[config.mk]
export PLATFORM = sky130hd
export DESIGN_NAME = bus_master_bridge
export DESIGN_NICKNAME = d
export VERILOG_FILES = /design/src/rtl/bus_master_bridge.sv
export SDC_FILE = /design/constraint.sdc
export NUM_CORES = 1
export LEC_CHECK = 0
export BUFFER_PORTS_ARGS = -buffer_cell sky130_fd_sc_hd__buf_2
export CAP_MARGIN = 15
export CORE_MARGIN = 4
export CORE_UTILIZATION = 40
export DETAILED_ROUTE_END_ITERATION = 12
export HOLD_SLACK_MARGIN = 0.1
export PLACE_DENSITY_LB_ADDON = 0.05
export SKIP_CTS_REPAIR_TIMING = 1
export SYNTH_ARGS = -nofsm -noshare
export SYNTH_HDL_FRONTEND = slang
export SYNTH_SLANG_ARGS = --single-unit
export TNS_END_PERCENT = 50
[constraint.sdc]
create_clock -name clk -period 5.07 [get_ports clk]
set_clock_uncertainty 0.05 [all_clocks]
set_input_delay 0.2535 -clock clk [delete_from_list [all_inputs] [get_ports clk]]
set_output_delay 0.2535 -clock clk [all_outputs]
set_load 0.02 [all_outputs]
[src/rtl/bus_master_bridge.sv]
// Single-outstanding bridge from the CPU load/store port to the word-addressed system bus.
// Reports slave errors and response timeouts to the interrupt controller before completing with error.
module bus_master_bridge #(
    parameter int unsigned TIMEOUT_CYCLES = 256
) (
    input  logic        clk,
    input  logic        rst,
    input  logic        cpu_req_valid,
    output logic        cpu_req_ready,
    input  logic        cpu_req_write,
    input  logic [29:0] cpu_req_addr,
    input  logic [31:0] cpu_req_wdata,
    input  logic [3:0]  cpu_req_byteenable,
    output logic        cpu_rsp_valid,
    output logic [31:0] cpu_rsp_rdata,
    output logic        cpu_rsp_error,
    output logic [29:0] m_address,
    output logic        m_read,
    output logic        m_write,
    output logic [31:0] m_writedata,
    output logic [3:0]  m_byteenable,
    output logic [4:0]  m_burstcount,
    input  logic        m_waitrequest,
    input  logic [31:0] m_readdata,
    input  logic        m_readdatavalid,
    input  logic        m_writeresponsevalid,
    input  logic [1:0]  m_response,
    output logic [31:0] badAddr,
    output logic        badAddrValid,
    input  logic        badAddrAck
);

    localparam int unsigned AW    = 30;
    localparam int unsigned DW    = 32;
    localparam int unsigned BW    = 4;
    localparam int unsigned CNT_W = 16;
    localparam logic [CNT_W-1:0] TO_LAST = CNT_W'(TIMEOUT_CYCLES - 1);

    typedef enum logic [2:0] {
        IDLE,
        CMD,
        RESP_WAIT,
        ERR,
        DONE
    } state_e;

    state_e            state_q, state_d;
    logic              wr_q, wr_d;
    logic [AW-1:0]     addr_q, addr_d;
    logic [DW-1:0]     wdata_q, wdata_d;
    logic [BW-1:0]     be_q, be_d;
    logic [CNT_W-1:0]  cnt_q, cnt_d;
    logic              m_read_q, m_read_d;
    logic              m_write_q, m_write_d;
    logic              ready_q, ready_d;
    logic              rsp_valid_q, rsp_valid_d;
    logic [DW-1:0]     rsp_rdata_q, rsp_rdata_d;
    logic              rsp_err_q, rsp_err_d;
    logic              bad_valid_q, bad_valid_d;
    logic [DW-1:0]     bad_addr_q, bad_addr_d;
    logic              rsp_hit;
    logic              timeout;

    // Only the strobe matching the outstanding command direction counts as a response.
    assign rsp_hit = wr_q ? m_writeresponsevalid : m_readdatavalid;
    assign timeout = (cnt_q == TO_LAST);

    always_comb begin
        state_d     = state_q;
        wr_d        = wr_q;
        addr_d      = addr_q;
        wdata_d     = wdata_q;
        be_d        = be_q;
        cnt_d       = cnt_q;
        rsp_rdata_d = '0;
        rsp_err_d   = 1'b0;

        case (state_q)
            IDLE: begin
                if (cpu_req_valid && ready_q) begin
                    wr_d    = cpu_req_write;
                    addr_d  = cpu_req_addr;
                    wdata_d = cpu_req_wdata;
                    be_d    = cpu_req_byteenable;
                    cnt_d   = '0;
                    state_d = CMD;
                end
            end
            CMD: begin
                cnt_d = cnt_q + CNT_W'(1);
                if (timeout) begin
                    state_d = ERR;
                end else if (!m_waitrequest) begin
                    state_d = RESP_WAIT;
                end
            end
            RESP_WAIT: begin
                cnt_d = cnt_q + CNT_W'(1);
                // A response in the timeout cycle still wins.
                if (rsp_hit) begin
                    if (m_response == 2'b00) begin
                        state_d     = DONE;
                        rsp_rdata_d = wr_q ? '0 : m_readdata;
                    end else begin
                        state_d = ERR;
                    end
                end else if (timeout) begin
                    state_d = ERR;
                end
            end
            ERR: begin
                if (badAddrAck) begin
                    state_d   = DONE;
                    rsp_err_d = 1'b1;
                end
            end
            DONE: begin
                state_d = IDLE;
            end
            default: begin
                state_d = IDLE;
            end
        endcase

        m_read_d    = (state_d == CMD) && !wr_d;
        m_write_d   = (state_d == CMD) && wr_d;
        ready_d     = (state_d == IDLE);
        rsp_valid_d = (state_d == DONE);
        bad_valid_d = (state_d == ERR);
        bad_addr_d  = bad_valid_d ? {addr_d, 2'b00} : '0;
    end

    always_ff @(posedge clk or posedge rst) begin
        if (rst) begin
            state_q     <= IDLE;
            wr_q        <= 1'b0;
            addr_q      <= '0;
            wdata_q     <= '0;
            be_q        <= '0;
            cnt_q       <= '0;
            m_read_q    <= 1'b0;
            m_write_q   <= 1'b0;
            ready_q     <= 1'b0;
            rsp_valid_q <= 1'b0;
            rsp_rdata_q <= '0;
            rsp_err_q   <= 1'b0;
            bad_valid_q <= 1'b0;
            bad_addr_q  <= '0;
        end else begin
            state_q     <= state_d;
            wr_q        <= wr_d;
            addr_q      <= addr_d;
            wdata_q     <= wdata_d;
            be_q        <= be_d;
            cnt_q       <= cnt_d;
            m_read_q    <= m_read_d;
            m_write_q   <= m_write_d;
            ready_q     <= ready_d;
            rsp_valid_q <= rsp_valid_d;
            rsp_rdata_q <= rsp_rdata_d;
            rsp_err_q   <= rsp_err_d;
            bad_valid_q <= bad_valid_d;
            bad_addr_q  <= bad_addr_d;
        end
    end

    assign cpu_req_ready = ready_q;
    assign cpu_rsp_valid = rsp_valid_q;
    assign cpu_rsp_rdata = rsp_rdata_q;
    assign cpu_rsp_error = rsp_err_q;
    assign m_address     = addr_q;
    assign m_read        = m_read_q;
    assign m_write       = m_write_q;
    assign m_writedata   = wdata_q;
    assign m_byteenable  = be_q;
    assign m_burstcount  = 5'd1;
    assign badAddr       = bad_addr_q;
    assign badAddrValid  = bad_valid_q;

endmodule

## Word-level counts from Yosys, hierarchy flattened

Cells that the tools add are included.

| word-level totals | value |
|---|---|
| flip-flop bits (word level) | 156 |
| word-level logic and storage cells | 56 |

| cells by class | value |
|---|---|
| $add $sub $neg | 1 |
| equal/unequal tests | 8 |
| muxes and demuxes | 22 |
| reduce and logical (&&, ||, !) cells | 11 |

Operators by type and width:

| operator | count |
|---|---|
| $mux W32 | 5 |
| $mux W30 | 2 |
| $pmux W16 S2 | 1 |
| $mux W3 | 7 |
| $add A16 B1 Y16 const B | 1 |
| $eq A16 B8 Y1 const B | 1 |
| $mux W16 | 1 |
| $pmux W3 S4 | 1 |
| $eq A3 B2 Y1 const B | 3 |
| $eq A3 B1 Y1 const B | 2 |
| $logic_not A3 Y1 | 2 |
| $mux W1 | 5 |
| $reduce_and A2 Y1 | 2 |
| $eq A3 B3 Y1 const B | 1 |
| $logic_and A1 B1 Y1 | 3 |
| $logic_not A2 Y1 | 1 |
| $ne A2 B2 Y1 const B | 1 |
| $reduce_bool A2 Y1 | 1 |
| $reduce_or A2 Y1 | 1 |
| $logic_not A1 Y1 | 1 |

## Longest topological paths before layout

Gate-level depths: netlist (run 1).

| depth | value |
|---|---|
| word-level depth | 6 |
| gate-level depth with buffers | 7 |

## Worst setup path before layout (run 1)

No wires, ideal clock.

| timing | value |
|---|---|
| path type | register to register |
| from | register ready_q (netlist: cpu_req_ready) |
| to | register bad_addr_q[15] (netlist: badAddr[15]) |
| library setup time | 123 ps |
| arrival | 1587 ps |
| data required time | 4897 ps |
| setup slack | 3310 ps |
| cell stages (with the launch flop) | 6 |
| cell sequence | dfrtp_1 -> nand3b_4 -> nor3_4 -> buf_6 -> mux2_2 -> a21boi_2 |

| on the way | value |
|---|---|
| elaborated cells on any way between the ends | 7 |
| those cells by class | eq/ne (1); mux (5); reduce/logical (1) |

RTL lines:

| element | RTL line | source |
|---|---|---|
| from (decl) | 55 | `logic ready_q, ready_d;` |
| from (signal assigned) | 158 | `ready_q <= ready_d;` |
| $logic_and A1 B1 Y1 | 80 | `if (cpu_req_valid && ready_q) begin` |
| $mux W30 | 80 |  |
| $mux W30 | 78 | `case (state_q)` |
| via addr_d[13] | 49 | `logic [AW-1:0] addr_q, addr_d;` |
| $mux W32 | 130 | `bad_addr_d = bad_valid_d ? {addr_d, 2'b00} : '0;` |
| via bad_addr_d[15] | 60 | `logic [DW-1:0] bad_addr_q, bad_addr_d;` |
| to (signal assigned) | 163 | `bad_addr_q <= bad_addr_d;` |
| to (decl) | 60 |  |

The timed path passes the listed nets, and every way through them passes these cells.
A chain may end at the register's enable or synchronous reset.

## Worst setup path in the final report (run 1)

| timing | value |
|---|---|
| from | register state_q[0] |
| to | register bad_addr_q[15] (netlist: badAddr[15]) |

| on the way | value |
|---|---|
| elaborated cells on any way between the ends | 14 |
| those cells by class | eq/ne (4); mux (9); reduce/logical (1) |

RTL lines:

| element | RTL line | source |
|---|---|---|
| from (decl) | 47 | `state_e state_q, state_d;` |
| from (signal assigned) | 150 | `state_q <= state_d;` |
| $logic_not A3 Y1 | 78 |  |
| $mux W30 | 78 |  |
| via addr_d[13] | 49 |  |
| $mux W32 | 130 |  |
| via bad_addr_d[15] | 60 |  |

The timed path passes the listed nets, and every way through them passes these cells.

==> results of run 1 <==
==> worst reg2reg max path: cells and delay by family, from the launching register on <==
family	cells	cell delay [ns]
AOI/OAI and AO/OA	1	0.16
buffers and inverters	1	0.79
DFF	1	0.56
muxes	1	0.45
and+or+nand+nor	2	0.37
==> cell usage in the layout (no fill, tap or decap), types with 3 or more instances in the layout <==
master / netlist / layout
sky130_fd_sc_hd__buf_2: 2 / 241
sky130_fd_sc_hd__dfrtp_1: 154 / 154
sky130_fd_sc_hd__nand2_1: 118 / 118
sky130_fd_sc_hd__dlygate4sd3_1: 0 / 99
sky130_fd_sc_hd__and2_1: 33 / 33
sky130_fd_sc_hd__a21boi_2: 29 / 29
sky130_fd_sc_hd__clkbuf_16: 0 / 17
sky130_fd_sc_hd__mux2_2: 14 / 14
sky130_fd_sc_hd__mux2_4: 12 / 12
sky130_fd_sc_hd__or3_1: 9 / 9
sky130_fd_sc_hd__o21ai_0: 9 / 9
sky130_fd_sc_hd__a21oi_1: 8 / 8
sky130_fd_sc_hd__mux2_1: 7 / 7
sky130_fd_sc_hd__nor2_1: 7 / 7
sky130_fd_sc_hd__nand3_1: 7 / 7
sky130_fd_sc_hd__conb_1: 2 / 7
sky130_fd_sc_hd__buf_4: 12 / 6
sky130_fd_sc_hd__xor2_1: 4 / 4
sky130_fd_sc_hd__clkinv_2: 0 / 4
sky130_fd_sc_hd__and4_1: 3 / 3
sky130_fd_sc_hd__inv_1: 4 / 3
sky130_fd_sc_hd__nand4_1: 3 / 3
sky130_fd_sc_hd__clkinv_4: 0 / 3
==> per-stage QoR <==
stage | utilization, % | instances | hold slack (ns) | setup slack, ns
global route | 59.65 | 1032 | 0.1236 | 2.413
detailed placement | 49.39 | 902 | 0.4008 | 2.536
global placement | 49.39 | 902 | 0.3958 | 2.571
finish | 59.65 | 1032 | 0.01161 | 2.561
floorplan | - | 498 | 0.3089 | 0.6167
CTS | 53.14 | 933 | -0.03310 | 2.528
==> registers in the layout, indices dropped and copies added, names as in the netlist <==
name,flops
cpu_rsp_rdata,32
m_writedata,32
badAddr,30
m_address,30
cnt_q,16
m_byteenable,4
state_q,3
badAddrValid,1
cpu_req_ready,1
cpu_rsp_error,1
cpu_rsp_valid,1
m_read,1
m_write,1
wr_q,1
==> how the worst min path moves through the flow <==
stage                               start               to  slack [ns]  depth (start not counted)
floorplan           cpu_req_byteenable[0]  m_byteenable[0]        0.31                          2
global placement    cpu_req_byteenable[3]  m_byteenable[3]        0.40                          3
detailed placement      cpu_req_wdata[27]  m_writedata[27]        0.40                          3
CTS                      cpu_req_wdata[1]   m_writedata[1]       -0.03                          3
global route                          rst  m_writedata[12]        0.12                          2
finish                                rst  m_writedata[12]        0.01                          2
==> area by class of cell <==
class / instances / area (sq um)
clock inverters: 11 / 122.6
fillers: 1228 / 6133
repair buffers: 346 / 2242
well taps: 188 / 235.2
clock buffers: 20 / 446.7
inverters: 4 / 20.02
multi-input cells: 309 / 2148
flip-flops and latches: 154 / 3854
==> power by group through the flow <==
stage	clock (W)	combinational (W)	sequential, W
detailed placement	0	0.00172	0.00181
floorplan	0	0.000810	0.00219
finish	0.00122	0.00176	0.00179
global placement	0	0.00169	0.00180
CTS	0.00126	0.00172	0.00179
global route	0.00131	0.00190	0.00184
==> per-layer routing <==
layer	global-route usage (%)	part of all wire [%]
met1	21.51	43
met2	26.27	47
met3	6.654	8.5
met4	6.178	1.8
met5	0	0
==> cell families (layout without fill, tap and decap cells) <==
family          Yosys count  in the layout  share of synthesized area (%)
mux                      33             33                          6.688
buf+inv                  35            381                          4.077
other cells               2              7                         0.1206
fa+ha+maj                 1              1                         0.2008
simple gates            202            202                          17.29
xor+xnor                  6              6                         0.8435
flops                   154            154                          61.86
compound gates           60             60                          8.918
==> metrics.md, run 1 <==
| Metric | Value |
|---|---|
| Mapped Avg Cell Area | `around 13 sq um` |
| CTS Sinks | `154` |
| Number of I/O pins | `between 200 and 250` |
| Overall routed net length | `16,120 microns` |
| Source-to-sink clock delay at the later pin of the worst-skew pair | `between 0.4 and 0.5 ns` |
| Critical Path Sink | `badAddr[15]` |
| Design Area, Final | `slightly above 0.009 sq mm` |
| Clock root buffer master | `sky130_fd_sc_hd__clkbuf_16` |
| Via count of the routed design | `4,833` |
| Number of synthesized register bits | `roughly 150` |
| Endpoint type of the worst setup path | `flop` |
| HPWL Detailed | `between 10,000 and 15,000 microns` |
| Total power | `between 0.004 and 0.005 W` |
| Via count of the first global-routing pass | `4,582` |
| Commonest cells in the synthesized netlist | `154 x sky130_fd_sc_hd__dfrtp_1, 118 x sky130_fd_sc_hd__nand2_1, 33 x sky130_fd_sc_hd__and2_1` |
| Number of failing setup endpoints in the final timing report | `0` |
| CP Cell Sequence | `nand3b_4 -> nor3_4 -> buf_4 -> mux2_2 -> a21boi_2` |
| Slowest stage delay, CP | `0.79 ns` |
| Post-synth top area cell | `sky130_fd_sc_hd__dfrtp_1` |
| Internal power summed over all cells | `approximately 0.0030 W` |
| TritonCTS buffer count | `17` |
| Number of cells on the worst reg-to-reg path | `5` |
| Iter 0 DRT Violations | `roughly 130` |
| Maximum Capacitance Violations | `0` |
| Maximum clock frequency | `around 0.40 GHz` |
| Pins over their slew limit | `0` |
| Post-synth ARST share | `100.0%` |
| Critical Path Start | `state_q[0]` |
| Average wire length per cell after detail routing | `15.62 microns` |
| DRC violation count after routing | `0` |
| Maximum number of buffers from clock root to sink | `2` |
| Relative slew slack | `between 30% and 40%` |
| Proportion of netlist area held by the largest area contributor | `a little over 60%` |
| Outcome | `finished clean` |
| R2R setup slack | `approximately 2.6 ns` |
| Initial antenna violation count | `0` |
| Gate Count Post-Synth | `roughly 490` |
| Critical Path AT | `about 2.7 ns` |
| Total die area | `about 0.018 sq mm` |
| Clock transition time at the flip-flop clock pins of the worst setup and hold paths | `approximately 0.060 ns` |
| Number of unique standard cell types used by synthesis | `50` |
| Pin count of the biggest net entering global routing | `around 110` |
| Critical Path Source Type | `flop` |
| Sw Pwr | `0.001735 W` |
| Antenna viol nets, final | `0` |
| Primary FF master, synth | `sky130_fd_sc_hd__dfrtp_1` |
| VDD IR-drop max | `roughly 0.26 mV` |
| Count of synthesis-stage warnings from yosys | `0` |
| Ant. Diodes | `0` |
| Input/output buffers | `approximately 240` |
| Final hold violations | `0` |
| DIE WIDTH | `132.8 microns` |
| Period utilisation layout | `approximately half` |
| Dpl cell area | `about 0.0075 sq mm` |
| TritonCTS clock tree | `yes` |
| Static leakage | `between 4 and 5 nW` |
| Core region area | `around 0.015 sq mm` |
| Layout-stage area growth over the synthesis result | `45.57%` |
| Global-route wire length before repair | `approximately 24,000 microns` |
| Number of placement rows | `between 40 and 50` |
| Final weighted congestion in routability-driven placement | `0.7337` |
| Initial Util | `between 40% and 50%` |
| Number of enable flip-flop cells after synthesis | `0` |
| Type of the worst min-delay path | `in2async` |
| Cell class contributing the biggest share of worst-path delay | `buffers and inverters` |
| Remaining global-route overflow | `0` |
| Sequential cell area fraction in the yosys report | `about three fifths` |
| Startpoint-to-endpoint class of the critical path | `reg2reg` |
| Number of vias per cell after detailed routing | `between 4 and 5` |
| Critical register-to-register path endpoint | `badAddr[15]` |
| Number of cells on the critical path | `5` |
| Overall Global Routing Usage | `around 17%` |
| Relative contribution of sequential cells to total power | `37.5%` |
| Height of the die | `about 130 microns` |
| Proportion of power drawn by combinational gates | `36.8%` |
| Largest fanout of any net on the critical path | `80` |
| Worst reg2reg path startpoint | `state_q[0]` |
| Post-layout net count | `~940` |
| Power density cells | `~530 mW/mm^2` |
| Post-synthesis cell area | `0.006230 sq mm` |
| Sw frac | `a little over a third` |
| WP buf/inv | `1` |
| H-tree lvl count | `4` |
| Router iterations before antenna repair | `4` |
| RSZ-0062 raised after global routing | `no` |
| Final-layout setup total negative slack | `0 ns` |
| Clock Power Share | `25.6%` |
| Top cells by area in the synthesized netlist | `sky130_fd_sc_hd__dfrtp_1 62%, sky130_fd_sc_hd__nand2_1 7.1%, sky130_fd_sc_hd__a21boi_2 5.2%, sky130_fd_sc_hd__and2_1 3.3%, sky130_fd_sc_hd__mux2_4 2.9%` |
| Data required, critical path | `between 5 and 6 ns` |
| Slew @ Worst Pin | `between 1 and 1.5 ns` |
| Critical-path cell with the highest stage delay | `sky130_fd_sc_hd__buf_4` |
| Most numerous cell in the Yosys netlist | `sky130_fd_sc_hd__dfrtp_1` |
| Layout cells sized above 1 | `between 40 and 50%` |
| Min cycle time layout | `2.509 ns` |
Note: power is estimated with default switching activity, not from simulation.
==> run 2, diff against run 1 <==
==> constraint.sdc (replaced) <==
create_clock -name clk -period 2.4 [get_ports clk]
set_clock_uncertainty 0.05 [all_clocks]
set_input_delay 0.12 -clock clk [delete_from_list [all_inputs] [get_ports clk]]
set_output_delay 0.12 -clock clk [all_outputs]
set_load 0.02 [all_outputs]
==> run 2 against run 1 <==
Core utilization increased by 1.3 points. Cell area increased by 2.1%. Sequential power increased by 110%. Largest power group is now combinational logic. Count of clock-buffer cells in the layout decreased by 1. Clock power increased by 140%. Combinational power increased by 120%. Fmax increased by 28%. Worst hold slack improved by 0.10 ns. Via count increased by 0.91%. Critical endpoint is now badAddr[18].
==> metrics.md, run 2 (same netlist as run 1, synthesis figures left out) <==
| Metric | Value |
|---|---|
| Outcome | `finished clean` |
| Sw frac | `35.52% (-0.82 points)` |
| Overall Global Routing Usage | `17.42% (+0.51 points)` |
| VDD IR-drop max | `0.5599 mV (+120%)` |
| Input/output buffers | `241 (unchanged)` |
| Ant. Diodes | `0 (unchanged)` |
| Post-layout net count | `949 (+0.85%)` |
| Global-route wire length before repair | `24,540 microns (+2.4%)` |
| Pin count of the biggest net entering global routing | `81 (-28%)` |
| Remaining global-route overflow | `0 (unchanged)` |
| Clock Power Share | `28.3% (+2.7 points)` |
| TritonCTS buffer count | `17 (unchanged)` |
| RSZ-0062 raised after global routing | `no` |
| Clock transition time at the flip-flop clock pins of the worst setup and hold paths | `0.06 ns (about the same)` |
| Worst reg2reg path startpoint | `state_q[2]` |
| CTS Sinks | `154 (unchanged)` |
| Number of failing setup endpoints in the final timing report | `0 (unchanged)` |
| Clock root buffer master | `sky130_fd_sc_hd__clkbuf_16` |
| Static leakage | `4.838 nW (+1.7%)` |
| Internal power summed over all cells | `0.006792 W (+120%)` |
| Number of cells on the worst hold path | `3` |
| Height of the die | `132.8 microns (unchanged)` |
| H-tree lvl count | `4 (unchanged)` |
| Layout cells sized above 1 | `42.32% (+0.26 points)` |
| Antenna viol nets, final | `0 (unchanged)` |
| Post-layout utilization of the core | `60.92% (+1.3 points)` |
| Maximum clock frequency | `0.5093 GHz (+28%)` |
| Final weighted congestion in routability-driven placement | `0.7596 (+3.5%)` |
| DIE WIDTH | `132.8 microns (unchanged)` |
| Initial Util | `40.98% (unchanged)` |
| Worst hold start | `m_readdatavalid` |
| Pins over their slew limit | `0 (unchanged)` |
| Initial antenna violation count | `0 (unchanged)` |
| DRC violation count after routing | `0 (unchanged)` |
| Number of I/O pins | `249 (unchanged)` |
| Min cycle time layout | `1.964 ns (-0.5454 ns)` |
| Final hold violations | `0 (unchanged)` |
| Commonest non-fill, non-tap cells in the layout | `241 x sky130_fd_sc_hd__buf_2, 154 x sky130_fd_sc_hd__dfrtp_1, 118 x sky130_fd_sc_hd__nand2_1, 103 x sky130_fd_sc_hd__dlygate4sd3_1, 33 x sky130_fd_sc_hd__and2_1` |
| Period utilisation layout | `81.81% (+32 points)` |
| Total die area | `0.01763 sq mm (unchanged)` |
| Total power | `0.01053 W (+120%)` |
| Minimum hold slack | `0.1122 ns (+0.1006 ns)` |
| R2R setup slack | `0.44 ns (-2.12 ns)` |
| Number of vias per cell after detailed routing | `4.685 (about the same)` |
| Final-layout setup total negative slack | `0 ns (unchanged)` |
| Endpoint type of the worst setup path | `flop` |
| HPWL Detailed | `10,560 microns (+1.7%)` |
| TritonCTS clock tree | `yes` |
| Relative slew slack | `65.67% (+33 points)` |
| Critical Path Start | `state_q[2]` |
| Relative contribution of sequential cells to total power | `35.8% (-1.7 points)` |
| Critical Path AT | `2.21 ns (-0.53 ns)` |
| Average wire length per cell after detail routing | `15.52 microns (-0.66%)` |
| Iter 0 DRT Violations | `207 (+64%)` |
| Startpoint-to-endpoint class of the critical path | `reg2reg` |
| Worst Hold End | `cpu_rsp_valid` |
| Proportion of power drawn by combinational gates | `36.0% (-0.8 points)` |
| Core region area | `0.01520 sq mm (unchanged)` |
| Overall routed net length | `16,160 microns (+0.20%)` |
| Maximum number of buffers from clock root to sink | `2 (unchanged)` |
| Data required, critical path | `2.65 ns (-2.65 ns)` |
| Most common cell after layout, fill and taps aside | `sky130_fd_sc_hd__buf_2` |
| Type of the worst min-delay path | `in2reg` |
| Power density cells | `1137 mW/mm^2 (+120%)` |
| Layout-stage area growth over the synthesis result | `48.66%` |
| Number of cells on the worst reg-to-reg path | `4 (-1)` |
| Slew @ Worst Pin | `0.5149 ns (-0.4890 ns)` |
| Critical register-to-register path endpoint | `badAddr[18]` |
| Source-to-sink clock delay at the later pin of the worst-skew pair | `0.43 ns (+0.02 ns)` |
| Number of placement rows | `45 (unchanged)` |
| Critical Path Source Type | `flop` |
| Largest fanout of any net on the critical path | `80 (unchanged)` |
| Via count of the first global-routing pass | `4,741 (+3.5%)` |
| Router iterations before antenna repair | `4 (unchanged)` |
| Via count of the routed design | `4,877 (+0.91%)` |
| Sw Pwr | `0.003741 W (+120%)` |
| Maximum Capacitance Violations | `0 (unchanged)` |
## run 2: cell count changes in the layout (fill, tap and decap cells not counted), sizes merged
| cell | delta |
|---|---|
| buf | +4 |
| clkbuf | -1 |
| clkinvlp | +2 |
| dlygate4sd3 | +4 |
| bufinv | +3 |
| clkinv | -5 |
| inv | +2 |
## run 2: critical path, stage by stage, from the launching register on
cell and delay, ns:
sky130_fd_sc_hd__dfrtp_1 0.53, sky130_fd_sc_hd__nor3_4 0.28, sky130_fd_sc_hd__buf_12 0.38, sky130_fd_sc_hd__mux2_2 0.40, sky130_fd_sc_hd__a21boi_2 0.16
## run 2: area by class of cell
class / instances / area (sq um)
Clock buffer: 19 / 442.9
Clock inverter: 13 / 212.7
Fill cell: 1215 / 5941
Inverter: 4 / 18.77
Multi-Input combinational cell: 309 / 2148
Sequential cell: 154 / 3854
Tap cell: 188 / 235.2
Timing Repair Buffer: 354 / 2350
## run 2: worst max path at each step
stage	end	cells past startpoint	slack, ns
after floorplan	badAddrValid	1	0.29
after global placement	badAddr[21]	4	0.49
after detailed placement	badAddr[18]	4	0.44
after CTS	badAddr[21]	4	0.43
after global routing	badAddr[31]	5	0.29
final	badAddr[18]	4	0.44
## run 2: per-stage QoR
step | worst slack (ns) | area [sq um] | cells
after floorplan | 0.2851 | 6252 | 498
after global placement | 0.4886 | 7575 | 906
after detailed placement | 0.4388 | 7575 | 906
after CTS | 0.4261 | 8230 | 938
after global routing | 0.2948 | 9261 | 1041
final | 0.4365 | 9261 | 1041
## run 2: power by group through the flow
stage	logic [W]	clock network (W)	registers, W
after floorplan	0.00171	0	0.00462
after global placement	0.00361	0	0.00380
after detailed placement	0.00370	0	0.00381
after CTS	0.00371	0.00304	0.00377
after global routing	0.00409	0.00315	0.00386
final	0.00379	0.00298	0.00377
## run 2: layer usage
layer	share of wire, %	global-route usage (%)	vias to the layer above
li1	-	-	2326
met1	43	21.35	2338
met2	47	27.00	188
met3	8.3	7.909	25
met4	1.8	6.755	0
met5	0	0	-
==> run 3, diff against run 2 <==
==> constraint.sdc (replaced) <==
create_clock -name clk -period 1.7 [get_ports clk]
set_clock_uncertainty 0.05 [all_clocks]
set_input_delay 0.085 -clock clk [delete_from_list [all_inputs] [get_ports clk]]
set_output_delay 0.085 -clock clk [all_outputs]
set_load 0.02 [all_outputs]
==> run 3 against run 2 <==
The flow now finishes with violations (negative setup slack). Die area did not move. Worst hold slack got worse by 0.015 ns. Register-to-register slack got worse by 0.50 ns. Sequential power rose by 40%. Flip-flop and latch count did not move. Via count rose by 3.7%. Final cell count rose by 4.0%. Core utilization rose by 3.2 points. Critical path depth rose by 2.
==> metrics.md, run 3 (same netlist as run 1, synthesis figures left out) <==
| Metric | Value |
|---|---|
| Outcome | `finished, violations left` |
| Violations in the final reports | `negative setup slack` |
| Gr busiest metal | `met2` |
| Type of the worst min-delay path | `in2reg` |
| Relative slew slack | `59.19% (-6.5 points)` |
| Layout-stage area growth over the synthesis result | `56.50%` |
| Clock transition time at the flip-flop clock pins of the worst setup and hold paths | `0.06 ns (about the same)` |
| VDD IR-drop max | `0.7098 mV (+27%)` |
| Source-to-sink clock delay at the later pin of the worst-skew pair | `0.41 ns (-0.02 ns)` |
| Ant. Diodes | `0 (unchanged)` |
| Met3 layer usage reported by global route | `6.806% (-1.1 points)` |
| Most common cell after layout, fill and taps aside | `sky130_fd_sc_hd__buf_2` |
| Via count of the routed design | `5,057 (+3.7%)` |
| Initial Util | `40.98% (unchanged)` |
| Number of vias per cell after detailed routing | `4.669 (-0.33%)` |
| Maximum number of buffers from clock root to sink | `2 (unchanged)` |
| Critical Path AT | `2.01 ns (-0.20 ns)` |
| Power density cells | `1553 mW/mm^2 (+37%)` |
| Pin count of the biggest net entering global routing | `43 (-47%)` |
| Average wire length per cell after detail routing | `15.53 microns (about the same)` |
| Global-route wire length before repair | `24,470 microns (-0.25%)` |
| Min cycle time layout | `1.760 ns (-0.2032 ns)` |
| Commonest non-fill, non-tap cells in the layout | `241 x sky130_fd_sc_hd__buf_2, 152 x sky130_fd_sc_hd__dfrtp_1, 118 x sky130_fd_sc_hd__nand2_1, 105 x sky130_fd_sc_hd__dlygate4sd3_1, 33 x sky130_fd_sc_hd__and2_1` |
| GRT met2 Usage | `27.48% (+0.48 points)` |
| Router iterations before antenna repair | `4 (unchanged)` |
| Endpoint type of the worst setup path | `flop` |
| Antenna viol nets, final | `0 (unchanged)` |
| H-tree lvl count | `4 (unchanged)` |
| Slew @ Worst Pin | `0.6109 ns (+0.09598 ns)` |
| Via count of the first global-routing pass | `4,858 (+2.5%)` |
| Post-layout net count | `991 (+4.4%)` |
| Worst reg2reg path startpoint | `state_q[0]` |
| Maximum Capacitance Violations | `0 (unchanged)` |
| TritonCTS clock tree | `yes` |
| DRC violation count after routing | `0 (unchanged)` |
| Count of filler cells inserted in the layout | `1,132 (-6.8%)` |
| Number of failing setup endpoints in the final timing report | `30 (+30)` |
| DIE WIDTH | `132.8 microns (unchanged)` |
| Critical Path Source Type | `flop` |
| Post-route insts no fill | `1,083 (+4.0%)` |
| Pins over their slew limit | `0 (unchanged)` |
| Period utilisation layout | `103.5% (+22 points)` |
| Initial antenna violation count | `0 (unchanged)` |
| RSZ-0062 raised after global routing | `yes` |
| Total die area | `0.01763 sq mm (unchanged)` |
| Overall routed net length | `16,810 microns (+4.1%)` |
| Height of the die | `132.8 microns (unchanged)` |
| CTS Sinks | `154 (unchanged)` |
| Largest fanout of any net on the critical path | `22 (-73%)` |
| TritonCTS buffer count | `17 (unchanged)` |
| Remaining global-route overflow | `0 (unchanged)` |
| Final worst setup slack | `-0.06034 ns (-0.4968 ns)` |
| Startpoint-to-endpoint class of the critical path | `reg2reg` |
| Data required, critical path | `1.95 ns (-0.70 ns)` |
| Dpl cells | `934 (+3.1%)` |
| Worst-case setup slack after placement | `-0.1101 ns (-0.5488 ns)` |
| Clock root buffer master | `sky130_fd_sc_hd__clkbuf_16` |
| Number of I/O pins | `249 (unchanged)` |
| Post-layout utilization of the core | `64.13% (+3.2 points)` |
| Critical Path Start | `state_q[0]` |
| Worst hold start | `m_waitrequest` |
| Total power | `0.01514 W (+44%)` |
| Maximum clock frequency | `0.5681 GHz (+12%)` |
| Core region area | `0.01520 sq mm (unchanged)` |
| Iter 0 DRT Violations | `121 (-42%)` |
| Met1 global-route usage | `21.51% (+0.17 points)` |
| Final hold violations | `0 (unchanged)` |
| Final weighted congestion in routability-driven placement | `0.8090 (+6.5%)` |
| Static leakage | `5.090 nW (+5.2%)` |
| Input/output buffers | `241 (unchanged)` |
| Overall Global Routing Usage | `17.29% (-0.13 points)` |
| Number of placement rows | `45 (unchanged)` |
| Layout cells sized above 1 | `45.47% (+3.2 points)` |
| HPWL Detailed | `11,040 microns (+4.5%)` |
## run 3: cell types whose count changed in the layout (fill, tap and decap cells not counted), sizes merged
cell	previous run	this run
dlygate4sd3	103	105
clkbuf	19	20
clkinvlp	3	2
a31oi	1	2
clkinv	2	6
buf	251	288
bufinv	5	3
## run 3: power by group
group	internal (W)	switching, W	total, W	leakage, nW
Clock	0.00232	0.00153	0.00385	0.297
Sequential	0.00474	0.000537	0.00528	2.01
Combinational	0.00264	0.00337	0.00602	2.78
## run 3: critical path, stage by stage (launching register included)
cell                       delay (ns)
sky130_fd_sc_hd__dfrtp_1         0.39
sky130_fd_sc_hd__nand3b_4        0.17
sky130_fd_sc_hd__nor3_4          0.16
sky130_fd_sc_hd__buf_12          0.16
sky130_fd_sc_hd__buf_12          0.16
sky130_fd_sc_hd__mux2_1          0.37
sky130_fd_sc_hd__a21boi_2        0.17
## run 3: layout make-up
cell class | instances | area, sq um | share of cell area, %
Multi-Input combinational cell | 310 | 2230 | 22.87
Sequential cell | 154 | 3856 | 39.55
Timing Repair Buffer | 395 | 2811 | 28.84
Inverter | 4 | 18.77 | 0.1925
Clock inverter | 14 | 168.9 | 1.733
Clock buffer | 18 | 429.2 | 4.402
Tap cell | 188 | 235.2 | 2.413
## run 3: layer usage
metal	up-vias	share of wire, %
met5	-	0
met4	0	1.6
met3	20	8.1
met2	215	49
met1	2415	41
li1	2407	-
## run 3: final timing paths
kind                                      to  cells after the start  slack [ns]
setup reg to reg                 badAddr[27]                      6       -0.06
hold / removal                    state_q[1]                      5         0.1
setup / recovery                 badAddr[27]                      6       -0.06
min in group asynchronous  cpu_rsp_rdata[23]                      3        0.25
max in group asynchronous      m_address[16]                      4        0.74
hold reg to reg              m_writedata[15]                      2        0.42
## run 3: through the flow
step / cell area (sq um) / setup TNS (ns) / hold WS, ns
finish: 9749 / -1.130 / 0.09688
global route: 9749 / -6.720 / 0.1303
CTS: 8458 / -3.472 / -0.3088
detailed placement: 7860 / -2.839 / 0.1400
global placement: 7860 / -2.441 / 0.1268
floorplan: 6252 / -59.97 / 0.1404
